## config.mk

```make
export PLATFORM = sky130hd
export DESIGN_NAME = multi_sel_seq
export DESIGN_NICKNAME = d
export VERILOG_FILES = /design/src/rtl/multi_sel_seq.sv
export SDC_FILE = /design/constraint.sdc
export NUM_CORES = 1
export LEC_CHECK = 0
export ABC_AREA = 1
export ABC_CLOCK_PERIOD_IN_PS = 9850
export BUFFER_PORTS_ARGS = -buffer_cell sky130_fd_sc_hd__buf_4
export CORE_MARGIN = 2
export CORE_UTILIZATION = 53
export DETAILED_ROUTE_END_ITERATION = 8
export PLACE_DENSITY = 0.8
export SLEW_MARGIN = 20
export SYNTH_ARGS = -nofsm -noshare
export SYNTH_HDL_FRONTEND = slang
export SYNTH_SLANG_ARGS = --single-unit
```

## constraint.sdc

```tcl
create_clock -name clk -period 9.85 [get_ports clk]
set_input_delay 1.97 -clock clk [delete_from_list [all_inputs] [get_ports clk]]
set_output_delay 1.97 -clock clk [all_outputs]
set_load 0.1 [all_outputs]
```

## src/rtl/multi_sel_seq.sv

```systemverilog
// multi_sel_seq: captures a sample and emits its product with each of NSTEP
// coefficients on consecutive cycles, one product per cycle.
// Define MULTI_SEL_SEQ_SAT_EN to saturate products wider than OW bits;
// without it the products wrap modulo 2^OW.
module multi_sel_seq #(
  parameter int DW = 8,
  parameter int CW = 4,
  parameter int NSTEP = 4,
  parameter logic [NSTEP*CW-1:0] COEFS = {4'd8, 4'd7, 4'd3, 4'd1},
  parameter int OW = DW + CW
) (
  input  logic          clk,
  input  logic          rst,
  input  logic          in_valid,
  input  logic [DW-1:0] d,
  output logic          input_grant,
  output logic          out_valid,
  output logic [OW-1:0] out,
  output logic [2:0]    step,
  output logic          last
);
  localparam int PW = DW + CW;
  localparam logic IDLE = 1'b0;
  localparam logic RUN = 1'b1;
  localparam logic [2:0] LAST = 3'(NSTEP - 1);
  logic          r_state;
  logic [2:0]    r_cnt;
  logic [DW-1:0] r_d;
  logic [OW-1:0] r_out;
  logic          r_valid;
  logic          w_cap;
  logic [2:0]    w_idx;
  logic [DW-1:0] w_src;
  logic [CW-1:0] w_coef;
  logic [PW-1:0] w_prod;
  logic [OW-1:0] w_out;
  assign input_grant = (r_state == IDLE) || (r_cnt == LAST);
  assign w_cap = in_valid && input_grant;
  assign w_idx = w_cap ? 3'd0 : r_cnt + 3'd1;
  assign w_src = w_cap ? d : r_d;
  assign out_valid = r_valid;
  assign out = r_out;
  assign step = r_cnt;
  assign last = r_valid && (r_cnt == LAST);
  // Pick the coefficient for the upcoming step and form the exact product by shift-and-add.
  always_comb begin
    w_coef = '0;
    for (int k = 0; k < NSTEP; k++)
      if (w_idx == 3'(k)) w_coef = COEFS[k*CW +: CW];
    w_prod = '0;
    for (int i = 0; i < CW; i++)
      if (w_coef[i]) w_prod = w_prod + (PW'(w_src) << i);
  end
`ifdef MULTI_SEL_SEQ_SAT_EN
  assign w_out = |(w_prod >> OW) ? '1 : w_prod[OW-1:0];
`else
  assign w_out = w_prod[OW-1:0];
`endif
  // Sequencer: capture starts a sample, RUN walks the steps, the last step hands back to IDLE or recaptures.
  always_ff @(posedge clk or negedge rst) begin
    if (!rst) begin
      r_state <= IDLE;
      r_cnt <= 3'd0;
      r_d <= '0;
      r_out <= '0;
      r_valid <= 1'b0;
    end else if (w_cap) begin
      r_state <= RUN;
      r_cnt <= 3'd0;
      r_d <= d;
      r_out <= w_out;
      r_valid <= 1'b1;
    end else if (r_state == RUN && r_cnt != LAST) begin
      r_cnt <= r_cnt + 3'd1;
      r_out <= w_out;
    end else if (r_state == RUN) begin
      r_state <= IDLE;
      r_valid <= 1'b0;
    end
  end
endmodule

```

# After elaboration in Yosys (flattened, before gate mapping)
# Cells that the tools add are included.
# classes
shifts	0
n_eq_ne	6
muxes	19
div	0
bitwise_logic	1
n_addsub	4
mul	0
magnitude_cmp	0
n_reduce_logical	8
# ops
cell	count
12-bit two-way mux	5
8-bit two-way mux	2
12-bit by 10-bit adder with 12-bit output	1
12-bit by 11-bit adder with 12-bit output	1
12-bit by 9-bit adder with 12-bit output	1
3-bit two-way mux	4
3-bit by 2-bit == test with 1-bit output (second input constant)	3
1-bit two-way mux	6
4-bit two-way mux	1
2-bit nonzero test	2
3-bit by 1-bit adder with 3-bit output (second input constant)	1
3-bit by 1-bit == test with 1-bit output (second input constant)	1
1-bit logical AND	3
3-bit logical NOT	1
3-bit by 2-bit inequality test with 1-bit output (second input constant)	1
2-bit two-way mux	1
2-bit inequality test (second input constant)	1
2-bit AND reduction	1
1-bit logical OR	1
1-bit inverter	1
# word_totals
output_inout_bits	18
mem_bits_ro	0
memories	0
latchBits	0
register_bits	25
mem_bits_rw	0

# Depth between registers and ports, before layout
# logic_depth
depth_word	18
mapped_depth	44

# Worst setup path before layout
# Ideal clock, no wire load.
# synth_timing
kind	input to register
startpoint	in in_valid
endpoint	reg r_out[7] (netlist: out[7])
stages	29
arrival_ns	5.846
slack_ns	3.884
setup_time_ns	0.120
path_buffers	2
path_cell_list	nand2_4 > buf_6 > buf_6 > o21ai_2 > inv_2 > nand2_1 > inv_2 > ha_1 > inv_1 > fa_1 > o21ai_0 > ha_1 > inv_1 > fa_1 > nand3b_1 > nand2_1 > xnor2_1 > or2_2 > nand2_1 > ha_1 > nand2_1 > nand2_1 > a31o_2 > nand2_1 > nand2_1 > o21ai_0 > inv_1 > nand2_1 > nand2_1
# synth_lines
item	line_no	source
start: declaration	14	input logic in_valid,
1-bit logical AND (*)	38	assign w_cap = in_valid && input_grant;
8-bit two-way mux (*)	40	assign w_src = w_cap ? d : r_d;
via w_src[1]	33	logic [DW-1:0] w_src;
8-bit two-way mux	52	if (w_coef[i]) w_prod = w_prod + (PW'(w_src) << i);
12-bit by 9-bit adder with 12-bit output	52	
12-bit two-way mux	52	
12-bit by 10-bit adder with 12-bit output	52	
12-bit two-way mux	52	
12-bit by 11-bit adder with 12-bit output	52	
12-bit two-way mux (*)	52	
12-bit two-way mux	73	end else if (r_state == RUN && r_cnt != LAST) begin
12-bit two-way mux (*)	67	end else if (w_cap) begin
end signal: assignment	71	r_out <= w_out;
end signal: assignment	75	r_out <= w_out;
end: declaration	29	logic [OW-1:0] r_out;
# The timed path passes the listed nets; every way through them passes the cells marked *. The select of a mux whose other input is x is not followed.
# A chain may end at the register's enable or synchronous reset.

# Worst setup path after layout
# Ends and elaborated chain as after synthesis.

==> impl_metrics.py <==
metrics = {
    "outcome": {
        "outcome": "completed",
    },
    "grt": {
        "globalRoute.totalOverflow": 0,
        "grt_pass1_vias": 2160,
        "antenna_found_initial": 0,
        "grt_usage_pct": 22.3,
        "grt_max_degree": 26,
        "grt_pass1_wl_um": 9570,
    },
    "finish": {
        "final_cell_mix": "133 x nand2_1, 63 x inv_1, 29 x nand3_1, 29 x ha_1, 28 x buf_4",
        "final_common_cell": "nand2_1",
        "nets": 455,
        "layout-drive-gt1-share_pct": 14.6,
        "syn_to_final_growth_pct": 11.1,
        "fin_util_pct": 60.4,
        "diodes": 0,
    },
    "floorplanning": {
        "core_area_um2": 4690,
        "start_util_pct": 54.3,
        "die_area_um2": 5380,
        "die_y_um": 73.3,
        "io_pins": 29,
        "dieWidth_um": 73.3,
        "fp-row-count": 25,
    },
    "flow_run": {
        "drv_cap": 0,
    },
    "clock_network": {
        "clk_latency_ns": 0.28,
        "clock_path_buffers": 2,
        "ctsHtreeMaxLevel": 1,
        "clock_sinks": 25,
        "cts_buffers": 3,
        "cts_setup_buffers": 0,
        "holdBufCountCts": 0,
        "clockRootBuffer": "clkbuf_8",
        "cts_resized": 0,
        "cts_tree": "built",
        "clkSlewWorstSetupHoldPaths_ns": 0.08,
    },
    "timing": {
        "slew_violations": 0,
        "clock_skew_ns": 0.0110,
        "setup_tns_ns": 0,
        "worst_pin_slew_ns": 0.538,
        "fin_crit_ns": 5.99,
        "hold_viol_final": 0,
        "setup_viol": 0,
        "holdWs_ns": 0.485,
        "max_freq_mhz": 167,
        "rsz0062_at_grt": "false",
        "fin_crit_sh_pct": 60.8,
        "timing.slew.headroom_pct": 64.0,
    },
    "synthesis": {
        "synth_area_per_cell_um2": 6.64,
        "synth_cells": 384,
        "synth_area_um2": 2550,
        "syn-num-nets": 427,
        "synth_warnings": 0,
        "seq_area_frac_synth_pct": 24.5,
        "ys_seq_elements": 25,
        "synthDistinctLibCells": 32,
    },
    "critical_path": {
        "worstPathRequired_ns": 10.02,
        "critPathKind": "in2reg",
        "regToRegSetupSlack_ns": 4.62,
        "arrival_ns": 6.16,
        "cp_slowest_cell": "fa_1",
        "cp_common_cell": "nand2_1",
        "path_max_fanout": 23,
        "max_stage_delay_ns": 0.39,
        "cp-start-kind": "input port",
        "cp-end-kind": "flop",
    },
    "route": {
        "first_pass_iters": 4,
        "ant_nets": 0,
        "drc": 0,
        "drt_iter0_drc": 169,
        "wl_met3_um": 274,
        "viasPerCell": 5.13,
        "routed.top_layer": "met4",
        "wl_met1_um": 2610,
        "wl_met2_um": 2700,
        "wl_per_cell_um": 12.2,
        "via_count": 2386,
        "wirelength_um": 5660,
    },
    "placement": {
        "io_buffer_count": 28,
        "globalplace.congestion": 0.903,
        "post-dp-hpwl_um": 4600,
    },
    "worst_hold_path": {
        "hp-class": "reg2reg",
    },
}
-- synthesized netlist by cell type, drive strengths merged --
| cell type | number | area share (%) |
|---|---|---|
| nand3b | 3 | 0.88 |
| a21oi | 16 | 3.1 |
| nand2 | 140 | 22 |
| dfrtp | 25 | 25 |
| and2 | 1 | 0.25 |
| o22ai | 1 | 0.25 |
| xor2 | 1 | 0.34 |
| xnor2 | 4 | 1.4 |
| o21bai | 1 | 0.29 |
| or2 | 5 | 1.2 |
| buf | 5 | 1.7 |
| inv | 67 | 9.9 |
| ha | 29 | 14 |
| o21ai | 19 | 4.3 |
| o211ai | 3 | 1.3 |
| fa | 3 | 2.4 |
| mux2 | 1 | 0.44 |
| nand4 | 4 | 0.98 |
| nor2 | 22 | 3.3 |
| nand3 | 32 | 6.9 |
| a31o | 1 | 0.34 |
| o21a | 1 | 0.29 |
-- path summary, 6_finish.rpt --
check                               startpoint            endpoint  cells after the start
setup reg to reg           step[0]$_DFFE_PN0P_  out[7]$_DFFE_PN0P_                     32
max in group asynchronous                  rst  out[2]$_DFFE_PN0P_                      1
hold reg to reg             out[9]$_DFFE_PN0P_  out[9]$_DFFE_PN0P_                      2
min in group asynchronous                  rst    r_d[5]$_DFF_PN0_                      1
hold / removal              out[9]$_DFFE_PN0P_  out[9]$_DFFE_PN0P_                      2
setup / recovery                      in_valid  out[7]$_DFFE_PN0P_                     29
-- stage by stage --
| stage | instances | area [um^2] | worst slack, ns |
|---|---|---|---|
| after floorplan | 384 | 2550 | 3.88 |
| after global placement | 461 | 2780 | 3.71 |
| after detailed placement | 461 | 2780 | 3.58 |
| after CTS | 465 | 2830 | 3.86 |
| after global routing | 465 | 2830 | 3.38 |
| final | 465 | 2830 | 3.86 |
-- sequential cells by signal (all words and copies together) (netlist names) --
name,flops
out_valid,1
r_d,8
step,3
r_state,1
out,12
-- critical path: cells and delay by family --
family	cells	cell delay [ns]
AO/OA/AOI/OAI	4	0.74
XOR/XNOR	1	0.07
adder cells (fa/ha/maj)	5	1.48
buffers and inverters	6	0.47
AND/OR/NAND/NOR	13	1.39
-- metal layers --
layer  GRT usage, %  vias to the layer above
met3           2.88                        9
met2           37.9                       46
li1               -                     1262
met1           30.5                     1069
met5              0                        -
met4           4.85                        0
-- final cells by class --
type                            count  area, um^2
Clock buffer                        3        41.3
Clock inverter                      1        7.51
Fill cell                         441        1860
Inverter                           67         251
Multi-Input combinational cell    287        1630
Sequential cell                    25         626
Tap cell                           54        67.6
Timing Repair Buffer               28         210
-- cell families after synthesis --
logic type | count (synthesis) | synth area share, %
fa+ha+maj | 32 | 16.6
simple gates | 207 | 35.2
xor+xnor | 5 | 1.72
buf+inv | 72 | 11.5
flops | 25 | 24.5
mux | 1 | 0.442
compound gates | 42 | 9.92
Power is not shown: default switching activity piles up to over one toggle a cycle in this logic, so the estimate is an artifact.
